File: config.mk
export PLATFORM = sky130hd
export DESIGN_NAME = dmem_access_ctrl
export DESIGN_NICKNAME = d
export VERILOG_FILES = /design/src/rtl/dmem_access_ctrl.sv
export SDC_FILE = /design/constraint.sdc
export NUM_CORES = 1
export LEC_CHECK = 0
export ABC_AREA = 1
export CAP_MARGIN = 30
export CORE_UTILIZATION = 45
export DETAILED_ROUTE_END_ITERATION = 12
export GPL_ROUTABILITY_DRIVEN = 0
export PLACE_DENSITY = 0.81
export SETUP_SLACK_MARGIN = 0.15
export SLEW_MARGIN = 20
export SYNTH_ARGS = -nofsm -noshare
export SYNTH_HDL_FRONTEND = slang
export SYNTH_SLANG_ARGS = --single-unit
File: constraint.sdc
create_clock -name clk -period 2 [get_ports clk]
set_input_delay 0.2 -clock clk [delete_from_list [all_inputs] [get_ports clk]]
set_output_delay 0.2 -clock clk [all_outputs]
set_load 0.005 [all_outputs]
File: src/rtl/dmem_access_ctrl.sv
// MEM-stage data memory access controller: turns one load/store into a single
// req/ack bus transaction, formats store lanes, extends load data, and stalls the pipeline.
module dmem_access_ctrl #(
    parameter int unsigned TIMEOUT_CYCLES = 256,
    parameter int unsigned CNT_W          = 9
) (
    input  logic        clk,
    input  logic        reset_n,
    input  logic        mem_read,
    input  logic        mem_write,
    input  logic [2:0]  mask,
    input  logic [31:0] addr,
    input  logic [31:0] wdata,
    output logic        bus_req,
    output logic        bus_we,
    output logic [31:0] bus_addr,
    output logic [3:0]  bus_be,
    output logic [31:0] bus_wdata,
    input  logic        bus_ack,
    input  logic [31:0] bus_rdata,
    output logic [31:0] load_data,
    output logic        stall,
    output logic        access_err,
    output logic        timeout_err
);

    typedef enum logic [1:0] {
        IDLE = 2'd0,
        BUSY = 2'd1,
        DONE = 2'd2
    } state_e;

    localparam logic [CNT_W:0] TMO_LIMIT = (CNT_W+1)'(TIMEOUT_CYCLES);

    state_e state_q, state_d;

    logic             bus_req_q, bus_we_q, timeout_err_q;
    logic [31:0]      bus_addr_q, bus_wdata_q, load_data_q;
    logic [3:0]       bus_be_q;
    logic [2:0]       mask_q;
    logic [1:0]       lane_q;
    logic [CNT_W-1:0] cnt_q;
    logic [CNT_W:0]   cnt_next;

    logic        access, is_write, illegal, start, timeout_hit;
    logic [1:0]  lane;
    logic [3:0]  be_fmt;
    logic [31:0] wdata_fmt, load_ext;
    logic [7:0]  rd_byte;
    logic [15:0] rd_half;

    assign access   = mem_read | mem_write;
    assign is_write = mem_write;
    assign lane     = addr[1:0];
    assign start    = (state_q == IDLE) && access && !illegal;
    assign cnt_next = {1'b0, cnt_q} + {{CNT_W{1'b0}}, 1'b1};

    // A zero limit disables the abort entirely.
    assign timeout_hit = (TIMEOUT_CYCLES != 0) && (state_q == BUSY) && !bus_ack
                         && (cnt_next == TMO_LIMIT);

    always_comb begin
        illegal = 1'b0;
        case (mask)
            3'b011, 3'b110, 3'b111: illegal = 1'b1;
            default: ;
        endcase
        if (is_write && mask[2] && mask[0])
            illegal = 1'b1;
        if ((mask[1:0] == 2'b01) && addr[0])
            illegal = 1'b1;
        if ((mask[1:0] == 2'b10) && (addr[1:0] != 2'b00))
            illegal = 1'b1;
    end

    always_comb begin
        be_fmt    = 4'b1111;
        wdata_fmt = wdata;
        if (is_write) begin
            case (mask[1:0])
                2'b00: begin
                    be_fmt    = 4'b0001 << lane;
                    wdata_fmt = {4{wdata[7:0]}};
                end
                2'b01: begin
                    be_fmt    = 4'b0011 << lane;
                    wdata_fmt = {2{wdata[15:0]}};
                end
                default: ;
            endcase
        end
    end

    // Lane selection uses the latched address so inputs may change during BUSY.
    always_comb begin
        case (lane_q)
            2'd0:    rd_byte = bus_rdata[7:0];
            2'd1:    rd_byte = bus_rdata[15:8];
            2'd2:    rd_byte = bus_rdata[23:16];
            default: rd_byte = bus_rdata[31:24];
        endcase
        rd_half = lane_q[1] ? bus_rdata[31:16] : bus_rdata[15:0];
        case (mask_q)
            3'b000:  load_ext = {{24{rd_byte[7]}}, rd_byte};
            3'b100:  load_ext = {24'd0, rd_byte};
            3'b001:  load_ext = {{16{rd_half[15]}}, rd_half};
            3'b101:  load_ext = {16'd0, rd_half};
            default: load_ext = bus_rdata;
        endcase
    end

    always_ff @(posedge clk or negedge reset_n) begin
        if (!reset_n)
            state_q <= IDLE;
        else
            state_q <= state_d;
    end

    always_comb begin
        state_d = state_q;
        case (state_q)
            IDLE:    if (start) state_d = BUSY;
            BUSY:    if (bus_ack || timeout_hit) state_d = DONE;
            DONE:    state_d = IDLE;
            default: state_d = IDLE;
        endcase
    end

    always_comb begin
        stall      = 1'b0;
        access_err = 1'b0;
        case (state_q)
            IDLE: begin
                stall      = start;
                access_err = access && illegal;
            end
            BUSY:    stall = 1'b1;
            default: ;
        endcase
    end

    always_ff @(posedge clk or negedge reset_n) begin
        if (!reset_n) begin
            bus_req_q     <= 1'b0;
            bus_we_q      <= 1'b0;
            bus_addr_q    <= '0;
            bus_be_q      <= '0;
            bus_wdata_q   <= '0;
            mask_q        <= '0;
            lane_q        <= '0;
            load_data_q   <= '0;
            timeout_err_q <= 1'b0;
            cnt_q         <= '0;
        end else begin
            timeout_err_q <= timeout_hit;
            if (start) begin
                bus_req_q   <= 1'b1;
                bus_we_q    <= is_write;
                bus_addr_q  <= {addr[31:2], 2'b00};
                bus_be_q    <= be_fmt;
                bus_wdata_q <= wdata_fmt;
                mask_q      <= mask;
                lane_q      <= lane;
                cnt_q       <= '0;
            end else if (state_q == BUSY) begin
                if (bus_ack) begin
                    bus_req_q <= 1'b0;
                    if (!bus_we_q)
                        load_data_q <= load_ext;
                end else if (timeout_hit) begin
                    bus_req_q   <= 1'b0;
                    load_data_q <= '0;
                end else begin
                    cnt_q <= cnt_next[CNT_W-1:0];
                end
            end
        end
    end

    assign bus_req     = bus_req_q;
    assign bus_we      = bus_we_q;
    assign bus_addr    = bus_addr_q;
    assign bus_be      = bus_be_q;
    assign bus_wdata   = bus_wdata_q;
    assign load_data   = load_data_q;
    assign timeout_err = timeout_err_q;

endmodule
Word-level counts from Yosys, hierarchy flattened --
Cells that the tools add are included.
Cells by class: eq/ne operators 17, shift-type cells 2, bitwise gates (word level) 2, $add $sub $neg 1, reduce and logical (&&, ||, !) cells 25, multiplexer cells 27
Operators by type and width (count):
- $mux 32 | 4
- $pmux 32 s4 | 1
- $pmux 32 s2 | 1
- $mux 9 | 4
- $pmux 8 s3 | 1
- $mux 16 | 1
- $eq 3x3->1 const B | 4
- $add 9x1->10 const B | 1
- $eq 10x9->1 const B | 1
- $logic_and 1x1->1 | 9
- $mux 1 | 9
- $ne 2x2->1 const B | 4
- $pmux 4 s2 | 1
- $eq 2x1->1 const B | 3
- $logic_not 2->1 | 3
- $reduce_bool 2->1 | 3
- $eq 2x2->1 const B | 2
- $mux 2 | 2
- $mux 4 | 1
- $pmux 2 s2 | 1
- $reduce_and 2->1 | 2
- $reduce_and 4->1 | 1
- $shl 1x2->4 const A | 1
- $shl 2x2->4 const A | 1
- 12 further kinds | 13
Word-level totals: output and inout port bits 105, bits in registers 117, word-level logic and storage cells 85

Longest topological paths before layout --
Gate-level depths: netlist of the first run.
depth after elaboration 10, mapped depth 13, depth with buffers taken out 12

Least setup slack after synthesis of the first run --
Ideal clock, no wire load.
kind register to register, start register cnt_q[0], end register load_data_q[3] (netlist: load_data[3]), library setup time 0.117 ns, data arrival time 1.585 ns, setup slack 0.298 ns, cell stages (with the launch flop) 14, buffers on the path 1, data required time 1.883 ns, path through dfrtp_1 -> ha_1 -> nand2_1 -> nor2_2 -> nand2_1 -> nand2_1 -> nand2_1 -> nor2_1 -> nand3_2 -> nand2_4 -> nand2_4 -> buf_6 -> nand2_1 -> nand2_1
Between the ends: word-level cells in the longest chain between the ends 5
Ends and longest elaborated chain:
- from (decl) | line 42 | logic [CNT_W-1:0] cnt_q;
- from (signal assigned) | line 174 | cnt_q <= cnt_next[CNT_W-1:0];
- $add 9x1->10 | line 56 | assign cnt_next = {1'b0, cnt_q} + {{CNT_W{1'b0}}, 1'b1};
- $eq 10x9->1 | line 60 | && (cnt_next == TMO_LIMIT);
- $logic_and 1x1->1 | line 60
- $reduce_bool 2->1 (no line)
- $reduce_and 4->1 (no line)
- to (signal assigned) | line 169 | load_data_q <= load_ext;
- to (decl) | line 38 | logic [31:0] bus_addr_q, bus_wdata_q, load_data_q;
No other way between the ends. A chain may end at the register's enable or synchronous reset.

Worst setup path in the final report of the first run --
start register cnt_q[1], end register load_data_q[2] (netlist: load_data[2])
The elaborated chain is that of the path after synthesis.

==> results of run 1 <==
## area by class of cell
| cell class | count | area [um^2] | share of cell area |
|---|---|---|---|
| clock buffers | 27 | 503 | 0.0559 |
| clock inverters | 4 | 45.0 | 0.00501 |
| inverters | 41 | 154 | 0.0171 |
| multi-input cells | 549 | 2630 | 0.293 |
| flip-flops and latches | 117 | 2930 | 0.326 |
| well taps | 168 | 210 | 0.0234 |
| repair buffers | 250 | 2510 | 0.280 |
## metal layers
metal,global-route usage,wire length [um]
met1,0.351,7380
met2,0.447,8910
met3,0.0907,1700
met4,0.126,514
met5,0,0
## synthesized netlist by cell type, types with 6 or more instances
cell | instances | share of area
sky130_fd_sc_hd__a21oi_1 | 34 | 0.030
sky130_fd_sc_hd__a2bb2oi_1 | 8 | 0.012
sky130_fd_sc_hd__buf_2 | 12 | 0.010
sky130_fd_sc_hd__clkbuf_1 | 19 | 0.012
sky130_fd_sc_hd__dfrtp_1 | 117 | 0.51
sky130_fd_sc_hd__inv_1 | 37 | 0.024
sky130_fd_sc_hd__nand2_1 | 301 | 0.20
sky130_fd_sc_hd__nand3_1 | 54 | 0.047
sky130_fd_sc_hd__nand4_1 | 9 | 0.0098
sky130_fd_sc_hd__nor2_1 | 38 | 0.025
sky130_fd_sc_hd__o21ai_0 | 64 | 0.056
sky130_fd_sc_hd__or2_2 | 6 | 0.0065
## worst min-delay path: cells and delay by family
kind / cells / cell delay (ps)
buffers and inverters: 1 / 200
and+or+nand+nor: 2 / 130
## state kept, by name (all words and copies together) (netlist names)
register,count
cnt_q,9
state_q,2
lane_q,2
bus_wdata,32
load_data,32
timeout_err,1
bus_req,1
mask_q,3
bus_be,4
bus_we,1
bus_addr,30
## power by group through the flow
stage          Clock, mW  Sequential [mW]  Combinational, mW
2_1_floorplan          0             3.67               1.37
3_3_place_gp           0             3.66               3.66
3_5_place_dp           0             3.66               3.75
4_1_cts             2.88             3.65               3.80
5_1_grt             3.01             3.82               4.31
6_report            2.85             3.74               3.95
## logic make-up (layout without fill, tap and decap cells)
| logic type | count (synthesis) | after routing | share of synthesized area |
|---|---|---|---|
| flip-flops | 117 | 117 | 0.511 |
| other | 1 | 2 | 0.000654 |
| buffers and inverters | 82 | 322 | 0.0622 |
| AND/OR/NAND/NOR | 421 | 421 | 0.303 |
| AO/OA/AOI/OAI | 124 | 124 | 0.120 |
| XOR/XNOR | 1 | 1 | 0.00153 |
| adder cells (fa/ha/maj) | 1 | 1 | 0.00218 |
## cells in the final DEF (no fill, tap or decap), types with 2 or more instances in the layout
cell type                           n
sky130_fd_sc_hd__o21ai_2            2
sky130_fd_sc_hd__or2_1              2
sky130_fd_sc_hd__a21oi_1           32
sky130_fd_sc_hd__nand2_1          273
sky130_fd_sc_hd__dfrtp_1          115
sky130_fd_sc_hd__o211ai_1           4
sky130_fd_sc_hd__clkbuf_8           4
sky130_fd_sc_hd__clkbuf_16         19
sky130_fd_sc_hd__buf_6              2
sky130_fd_sc_hd__a21boi_0           2
sky130_fd_sc_hd__conb_1             2
sky130_fd_sc_hd__a2bb2oi_1          8
sky130_fd_sc_hd__clkbuf_1           6
sky130_fd_sc_hd__buf_4             33
sky130_fd_sc_hd__nand3_2            2
sky130_fd_sc_hd__nand2_2           20
sky130_fd_sc_hd__inv_1             36
sky130_fd_sc_hd__a22oi_1            4
sky130_fd_sc_hd__nor2_2             4
sky130_fd_sc_hd__or2_2              6
sky130_fd_sc_hd__nand3_1           53
sky130_fd_sc_hd__nand2_4           10
sky130_fd_sc_hd__o21ai_1            2
sky130_fd_sc_hd__inv_2              4
sky130_fd_sc_hd__clkdlybuf4s50_1  202
sky130_fd_sc_hd__nor2_4             2
sky130_fd_sc_hd__nand4_1            9
sky130_fd_sc_hd__clkinv_2           3
sky130_fd_sc_hd__nor2_1            35
sky130_fd_sc_hd__o22ai_1            2
sky130_fd_sc_hd__buf_12             7
sky130_fd_sc_hd__dfrtp_2            2
sky130_fd_sc_hd__o21ai_0           64
sky130_fd_sc_hd__nor3_1             2
## through the flow
step | setup slack, ps | std cells | cell area [um^2] | total power, mW
final | 146 | 1156 | 8990 | 10.5
after global routing | 55.2 | 1156 | 8990 | 11.1
after CTS | 131 | 1152 | 8770 | 10.3
after detailed placement | -94.8 | 1118 | 8170 | 7.40
after global placement | -71.4 | 1118 | 8170 | 7.32
after floorplan | 298 | 748 | 5740 | 5.04
## what timing repair did
item,in CTS,in global routing
pin swaps,5,12
hold buffers,1,0
gates resized for setup,13,48
buffers inserted,2,1
endpoints found under the hold margin,26,0
gates cloned,0,3
endpoints found under the setup margin,44,87
## worst paths after layout
kind	end	slack [ps]
worst max-delay path	load_data[2]	150
worst min-delay path	mask_q[2]	150
worst max register to register	load_data[2]	150
worst min register to register	bus_addr[16]	470
max in group asynchronous	cnt_q[4]	1010
min in group asynchronous	cnt_q[7]	260
==> reports/qor.txt, run 1 <==
Status: finished, final reports clean
Setup Viol. Count Final: 0
Standby leakage power: 4.30 nW
Cell type group with the largest total delay on the critical path: simple AND/OR/NAND/NOR gates
Crit. path cell count: 13
NetSw: 3.31 mW
Predominant post-synthesis flop cell: sky130_fd_sc_hd__dfrtp_1
Sum of net half-perimeters after detailed placement: 12700 um
Slowest cell delay on critical path: 390 ps
Startpoint type of the worst setup path: flip-flop
Starting DRT DRC Count: 382
Design internal power: 7.22 mW
Number of buffers on the longest clock path: 2
Number of vias per cell after detailed routing: 5.22
Data arrival time of the critical path: 2160 ps
Slowest CP cell: sky130_fd_sc_hd__dfrtp_1
Number of maximum-capacitance violations: 0
Number of flops mapped to enable cells by yosys: 0
Launching point of the worst reg2reg path: cnt_q[1]
Critical path fanouts, max: 6
Starting density of the core: 0.470
Type of the tightest min-delay check: input port to flip-flop
Final worst-path cycle share: 0.927
Required time at the worst-slack endpoint: 2310 ps
Setup Total Neg Slack: 0 ps
Gr ovfl total: 0
Launching instance or port of the critical path: cnt_q[1]
Clock buffer count from CTS: 17
CTS H-tree lvls: 4
Category of the worst setup path capture point: flip-flop
Highest attainable clock frequency: 0.539 GHz
DRC: 0
Net switching share of the total power: 0.315
Launch instance of the worst min-delay path: mask[2]
Portion of total power attributed to combinational logic: 0.375
Share of post-route cells with drive strength above 1: 0.130
Routed length per instance: 16.0 um
Final hold slack: 155 ps
Area grow syn2layout: 56.8%
I/O pin total: 209
Antenna violations before repair: 0
Overall global routing resource usage: 0.281
Cell depth of the worst min-delay path: 3
Part of the power in registers: 0.355
Largest vdd supply drop: 0.774 mV
Unrepaired setup endpoints after global routing: true
CTS clock-pin slew for the worst setup and hold paths: 50 ps
Antenna violation net count after detailed routing: 0
Proportion of synthesized chip area in sequential cells: 0.511
Type of the worst setup path: flip-flop to flip-flop
Layout net count: 1081
Site Rows: 40
Overall routed net length: 18500 um
Placeable core region: 12200 um^2
Y dimension of the die: 115 um
Clk Latency, worst-skew pair: 420 ps
Post-synthesis async set-or-reset flop share: 1.00
Post-layout min period: 1850 ps
Number of hold-slack violations in the final timing report: 0
Final Max Slew Viols: 0
Root Buffer Master: sky130_fd_sc_hd__clkbuf_16
Fin util: 0.736
Port Buf Inserts: 206
Number of warnings issued by yosys: 0
Clock power share: 0.270
Clock net sink count: 117
Global-route wire length before repair: 28300 um
Inserted Diodes: 0
Number of cells on the worst reg-to-reg path: 13
Vias: 6031
Die area: 13200 um^2
Die W: 115 um
Vias in the first global route: 5780
Filler instances: 940
Number of instances in the synthesized netlist: 747
Worst-path cell chain: ha_4 -> nand2_4 -> nor2_4 -> nand2_1 -> nand2_1 -> nand2_1 -> nor2_2 -> nand3_2 -> nand2_4 -> nand2_8 -> clkbuf_16 -> nand2_2 -> nand2_1
First-pass iteration count of the detailed router: 5
Largest net degree at the start of global routing: 43
Synthesized area divided by synthesized cell count: 7.68 um^2
Clock tree from TritonCTS: yes
Worst path buffer plus inverter count: 1
Clock tree skew after final layout: 8.07 ps
Yosys cell types: 36
Flops & latches, synth: 117
Top cell by count, worst path: sky130_fd_sc_hd__nand2_1
Mapped cell area: 5730 um^2
Power Dens Cells: 1170 nW/um^2
(Power assumes the default switching activity.)
==> inputs of run 2 (changes only) <==
CORE_UTILIZATION = 41   (was 45)
PLACE_DENSITY = 0.75   (was 0.81)
==> run 2 against run 1 <==
Net effect:
- via count down 2.3%
- core utilization fell by 7.5 points
- flip-flop and latch count stayed put
- clock skew about the same
- sequential power fell by 2%
- die area is 9.6% higher
- critical path type unchanged
- highest routed layer unchanged
==> reports/qor.txt, run 2 (synthesis gave the netlist of run 1 again) <==
Global-route wire length before repair: 28400 um (+0.29%)
Startpoint type of the worst setup path: flip-flop
Area grow syn2layout: 55.1%
Top cell by count, worst path: sky130_fd_sc_hd__nand2_1
Placeable core region: 13500 um^2 (+10%)
Required time at the worst-slack endpoint: 2300 ps (about the same)
Layout net count: 1077 (-0.37%)
Type of the tightest min-delay check: input port to asynchronous set/reset pin
Final worst-path cycle share: 0.937 (+0.0102)
Critical path fanouts, max: 22 (+16)
Top library cells by usage in the layout, fill and taps aside: sky130_fd_sc_hd__nand2_1, sky130_fd_sc_hd__clkdlybuf4s50_1, sky130_fd_sc_hd__dfrtp_1
Starting DRT DRC Count: 310 (-19%)
Wire length on met2: 8530 um (-4.3%)
Clock buffer count from CTS: 17 (unchanged)
Slowest CP cell: sky130_fd_sc_hd__dfrtp_1
Type of the worst setup path: flip-flop to flip-flop
Category of the worst setup path capture point: flip-flop
First-pass iteration count of the detailed router: 5 (unchanged)
Routed length per instance: 15.5 um (-3.2%)
Y dimension of the die: 120 um (+4.7%)
Final Max Slew Viols: 0 (unchanged)
Largest vdd supply drop: 0.707 mV (-8.7%)
Die area: 14500 um^2 (+9.6%)
Clock tree skew after final layout: 8.03 ps (-0.0366 ps)
Post-layout min period: 1870 ps (+20.4 ps)
Clock tree from TritonCTS: yes
Worst-path cell chain: nand2_1 -> nor2_1 -> nand2_1 -> nand2_1 -> nand2_2 -> nor2_2 -> nand3_2 -> nand2_4 -> nand2_4 -> buf_12 -> nand2_1 -> nand2_1
Most frequent standard cell in the layout excluding fill and tap cells: sky130_fd_sc_hd__nand2_1
Largest net degree at the start of global routing: 55 (+28%)
Overall global routing resource usage: 0.254 (-0.0271)
Number of hold-slack violations in the final timing report: 0 (unchanged)
Top routing layer in use: met4
Die W: 120 um (+4.7%)
Highest attainable clock frequency: 0.533 GHz (-1.1%)
Overall routed net length: 18000 um (-2.8%)
Share of post-route cells with drive strength above 1: 0.105 (-0.0250)
I/O pin total: 209 (unchanged)
Clock net sink count: 117 (unchanged)
Number of placed cells counting well taps: 1123 (+0.45%)
Post-route design area: 8890 um^2 (-1.1%)
Antenna violations before repair: 0 (unchanged)
Length of routed wiring on met1: 7490 um (+1.5%)
Power Dens Cells: 1180 nW/um^2 (+0.34%)
Transition time at the pin with the least slew margin: 537 ps
Antenna violation net count after detailed routing: 0 (unchanged)
Root Buffer Master: sky130_fd_sc_hd__clkbuf_16
Vias: 5890 (-2.3%)
CTS H-tree lvls: 4 (unchanged)
Gr ovfl total: 0 (unchanged)
Vias in the first global route: 5707 (-1.3%)
Filler instances: 1147 (+22%)
Setup Viol. Count Final: 0 (unchanged)
Site Rows: 42 (+5.0%)
Inserted Diodes: 0 (unchanged)
Standby leakage power: 4.27 nW (-0.81%)
Sum of net half-perimeters after detailed placement: 12700 um (-0.29%)
Number of buffers on the longest clock path: 2 (unchanged)
Placed inst area: 8170 um^2 (unchanged)
Clk Latency, worst-skew pair: 420 ps (about the same)
Cell type group with the largest total delay on the critical path: simple AND/OR/NAND/NOR gates
Slowest cell delay on critical path: 420 ps (+30 ps)
Routed met3 length: 1670 um (-2.1%)
Number of maximum-capacitance violations: 0 (unchanged)
Post-route insts no fill: 1161 (+0.43%)
Port Buf Inserts: 206 (unchanged)
Fin util: 0.661 (-0.0752)
Unrepaired setup endpoints after global routing: true
CTS clock-pin slew for the worst setup and hold paths: 50 ps (about the same)
DRC: 0 (unchanged)
Status: finished, final reports clean
Starting density of the core: 0.426 (-0.0433)
Data arrival time of the critical path: 2180 ps (+20 ps)
Number of vias per cell after detailed routing: 5.07 (-2.8%)
Worst path buffer plus inverter count: 1 (unchanged)
Worst slew slack as a fraction of its limit: 0.642
==> run 2: per-layer routing <==
metal  vias to the layer above  global-route usage
met5                         -                   0
met4                         0              0.0887
met3                        29              0.0778
met2                       254               0.403
met1                      2736               0.330
li1                       2871                   -
==> run 2: what timing repair did <==
item	4_1_cts	5_1_grt
buffers inserted	1	3
hold buffers	1	0
endpoints found under the setup margin	24	58
hold endpoints to repair	37	0
pin swaps	1	9
resized for setup	8	20
gates cloned	0	1
==> run 2: layout make-up <==
class	count	area, um^2	area share
multi-input cells	550	2530	0.285
flip-flops and latches	117	2930	0.329
clock inverters	8	98.8	0.0111
clock buffers	24	482	0.0542
repair buffers	245	2480	0.278
inverters	41	154	0.0173
well taps	176	220	0.0248
==> run 2: worst paths after layout <==
kind                              from       endpoint  slack, ps  cells after the start
max in group asynchronous      reset_n    bus_addr[9]       1070                      3
min reg2reg                bus_addr[2]    bus_addr[2]        470                      2
max reg2reg                   cnt_q[5]   load_data[7]        130                     12
min                            reset_n  load_data[31]        310                      2
max                           cnt_q[5]   load_data[7]        130                     12
min in group clk              addr[18]   bus_addr[18]        320                      3
==> run 2: where the power goes <==
group          internal (mW)  switching, mW  leakage [nW]  total [mW]
registers               3.16          0.497          1.47        3.66
clock network           1.93           1.05         0.280        2.97
logic                   2.15           1.68          2.51        3.82
==> run 2: per-stage QoR <==
| step | power, mW | TNS (ps) | setup slack (ps) | hold WS, ps |
|---|---|---|---|---|
| finish | 10.5 | 0 | 125 | 312 |
| global route | 11.1 | 0 | 36.6 | 330 |
| detailed placement | 7.41 | -281 | -29.8 | 217 |
| floorplan | 5.04 | 0 | 298 | -95.6 |
| CTS | 10.4 | 0 | 102 | 308 |
| global placement | 7.35 | -331 | -42.1 | 217 |
==> inputs of run 3 (changes only) <==
CAP_MARGIN = default   (was 30)
GPL_ROUTABILITY_DRIVEN = default   (was 0)
clock period = 2.17 ns   (was 2 ns; I/O delays follow)
==> run 3 against run 2 <==
Net effect:
- clock skew is 0.82 ps lower
- global-route usage hardly changed
- sequential share of layout area rose by 0.50 points
- setup slack better by 120 ps
- clock-buffer cell count decreased by 5
==> reports/qor.txt, run 3 (synthesis gave the netlist of run 1 again) <==
Status: finished, final reports clean
Launching instance or port of the critical path: state_q[1]
Launch instance of the worst min-delay path: addr[6]
Number of placed cells counting well taps: 1118 (-0.45%)
Overall global routing resource usage: 0.254 (-0.000364)
Data arrival time of the critical path: 1710 ps (-470 ps)
Starting DRT DRC Count: 387 (+25%)
Net switching share of the total power: 0.306 (-0.00270)
Number of vias per cell after detailed routing: 5.10 (+0.59%)
Post-route insts no fill: 1154 (-0.60%)
Required time at the worst-slack endpoint: 1950 ps (-350 ps)
Total area of multi-input combinational cells: 2480 um^2 (-1.9%)
Transition time at the pin with the least slew margin: 667 ps (+129 ps)
Final worst-path cycle share: 0.888
NetSw: 2.99 mW (-7.4%)
Portion of total power attributed to combinational logic: 0.353 (-0.013)
Worst slew slack as a fraction of its limit: 0.556 (-0.0862)
Number of hold-slack violations in the final timing report: 0 (unchanged)
Site Rows: 42 (unchanged)
Root Buffer Master: sky130_fd_sc_hd__clkbuf_16
Die W: 120 um (unchanged)
Setup Viol. Count Final: 0 (unchanged)
Global-route wire length before repair: 28300 um (-0.20%)
Slowest cell delay on critical path: 370 ps (-50 ps)
Cell type group with the largest total delay on the critical path: simple AND/OR/NAND/NOR gates
Part of the power in registers: 0.345 (-0.005)
Sum of net half-perimeters after detailed placement: 12700 um (-0.29%)
Clock tree skew after final layout: 7.21 ps (-0.820 ps)
Slowest CP cell: sky130_fd_sc_hd__dfrtp_1
Setup Total Neg Slack: 0 ps (unchanged)
Final Max Slew Viols: 0 (unchanged)
Startpoint type of the worst setup path: flip-flop
Post-route design area: 8760 um^2 (-1.5%)
Antenna violations before repair: 0 (unchanged)
Gr ovfl total: 0 (unchanged)
Number of buffers on the longest clock path: 2 (unchanged)
Starting density of the core: 0.426 (unchanged)
Type of the worst setup path: flip-flop to output port
First-pass iteration count of the detailed router: 5 (unchanged)
Clock buffer count from CTS: 17 (unchanged)
I/O pin total: 209 (unchanged)
Unrepaired setup endpoints after global routing: true
CTS H-tree lvls: 4 (unchanged)
Layout net count: 1070 (-0.65%)
Last weighted congestion value of the routability-driven placer: 0.903
Placed inst area: 8070 um^2 (-1.2%)
Power Dens Cells: 1120 nW/um^2 (-5.1%)
Category of the worst setup path capture point: output port
Clk Latency, worst-skew pair: 420 ps (about the same)
Most frequent standard cell in the layout excluding fill and tap cells: sky130_fd_sc_hd__nand2_1
Inserted Diodes: 0 (unchanged)
Die area: 14500 um^2 (unchanged)
CTS clock-pin slew for the worst setup and hold paths: 60 ps (about the same)
Largest net degree at the start of global routing: 84 (+53%)
Type of the tightest min-delay check: input port to flip-flop
Vias in the first global route: 5636 (-1.2%)
Design internal power: 6.78 mW (-6.2%)
DRC: 0 (unchanged)
Fin util: 0.651 (-0.00986)
Total power of the final layout: 9.77 mW (-6.6%)
Clock power share: 0.302 (+0.017)
Area grow syn2layout: 52.8%
Placeable core region: 13500 um^2 (unchanged)
Port Buf Inserts: 206 (unchanged)
Filler instances: 1211 (+5.6%)
Worst-path cell chain: or2_1 -> nor2_2 -> inv_2 -> nor2_4 -> inv_2 -> nand2_1 -> dlygate4sd2_1
Antenna violation net count after detailed routing: 0 (unchanged)
Routed length per instance: 15.4 um (-0.97%)
Y dimension of the die: 120 um (unchanged)
Clock net sink count: 117 (unchanged)
Vias: 5889 (-0.017%)
Highest attainable clock frequency: 0.519 GHz
Critical path fanouts, max: 3 (-86%)
Top library cells by usage in the layout, fill and taps aside: sky130_fd_sc_hd__nand2_1, sky130_fd_sc_hd__clkdlybuf4s50_1, sky130_fd_sc_hd__dfrtp_1
Launching point of the worst reg2reg path: cnt_q[0]
Top cell by count, worst path: sky130_fd_sc_hd__inv_2
Number of maximum-capacitance violations: 0 (unchanged)
Standby leakage power: 4.20 nW (-1.5%)
Clock tree from TritonCTS: yes
Post-layout min period: 1930 ps
Largest vdd supply drop: 0.614 mV (-13%)
Share of post-route cells with drive strength above 1: 0.0910 (-0.0136)
Sequential cell area: 2930 um^2 (unchanged)
Worst path buffer plus inverter count: 3 (+2)
Overall routed net length: 17700 um (-1.6%)
==> run 3: power groups by stage <==
stage,clock (mW),sequential (mW),combinational (mW)
after floorplan,0,3.38,1.26
after global placement,0,3.39,3.33
after detailed placement,0,3.38,3.40
after CTS,2.99,3.37,3.41
after global routing,3.10,3.46,3.79
final,2.95,3.37,3.45
==> run 3: cell type report <==
class                      instances  share of cell area
sequential                       117               0.334
multi-input combinational        549               0.284
timing repair buffer             239               0.268
clock buffer                      19              0.0506
tap                              176              0.0251
clock inverter                    13              0.0207
inverter                          41              0.0176
==> run 3: final timing paths <==
check                                     to  slack (ps)  cells after the start
worst min register to register  bus_addr[18]         470                      2
worst max-delay path                   stall         240                      7
worst min-delay path             bus_addr[6]         330                      3
worst max register to register  load_data[5]         280                     12
max in group asynchronous       bus_wdata[0]        1100                      3
min in group asynchronous           cnt_q[4]         380                      2
==> run 3: per-stage QoR <==
stage	worst slack [ps]	hold slack, ps
after global placement	96.9	297
after detailed placement	67.7	299
after global routing	141	338
after CTS	183	318
final	242	333
after floorplan	468	-78.6
==> run 3: per-layer routing <==
layer | global-route usage | wire length (um) | vias up
li1 | - | - | 2846
met1 | 0.321 | 7650 | 2754
met2 | 0.401 | 8180 | 263
met3 | 0.0854 | 1590 | 26
met4 | 0.0995 | 295 | 0
met5 | 0 | 0 | -
==> run 3: what timing repair did <==
item | in CTS | in global routing
hold endpoints to repair | 47 | 0
pin swaps | 0 | 1
gates resized for setup | 3 | 8
buffers inserted | 0 | 3
hold buffers | 1 | 0
endpoints found under the setup margin | 2 | 45
==> run 3: tightest hold or removal path: cells and delay by family <==
family	cells	cell delay, ps
buffers and inverters	1	390
and+or+nand+nor	2	110
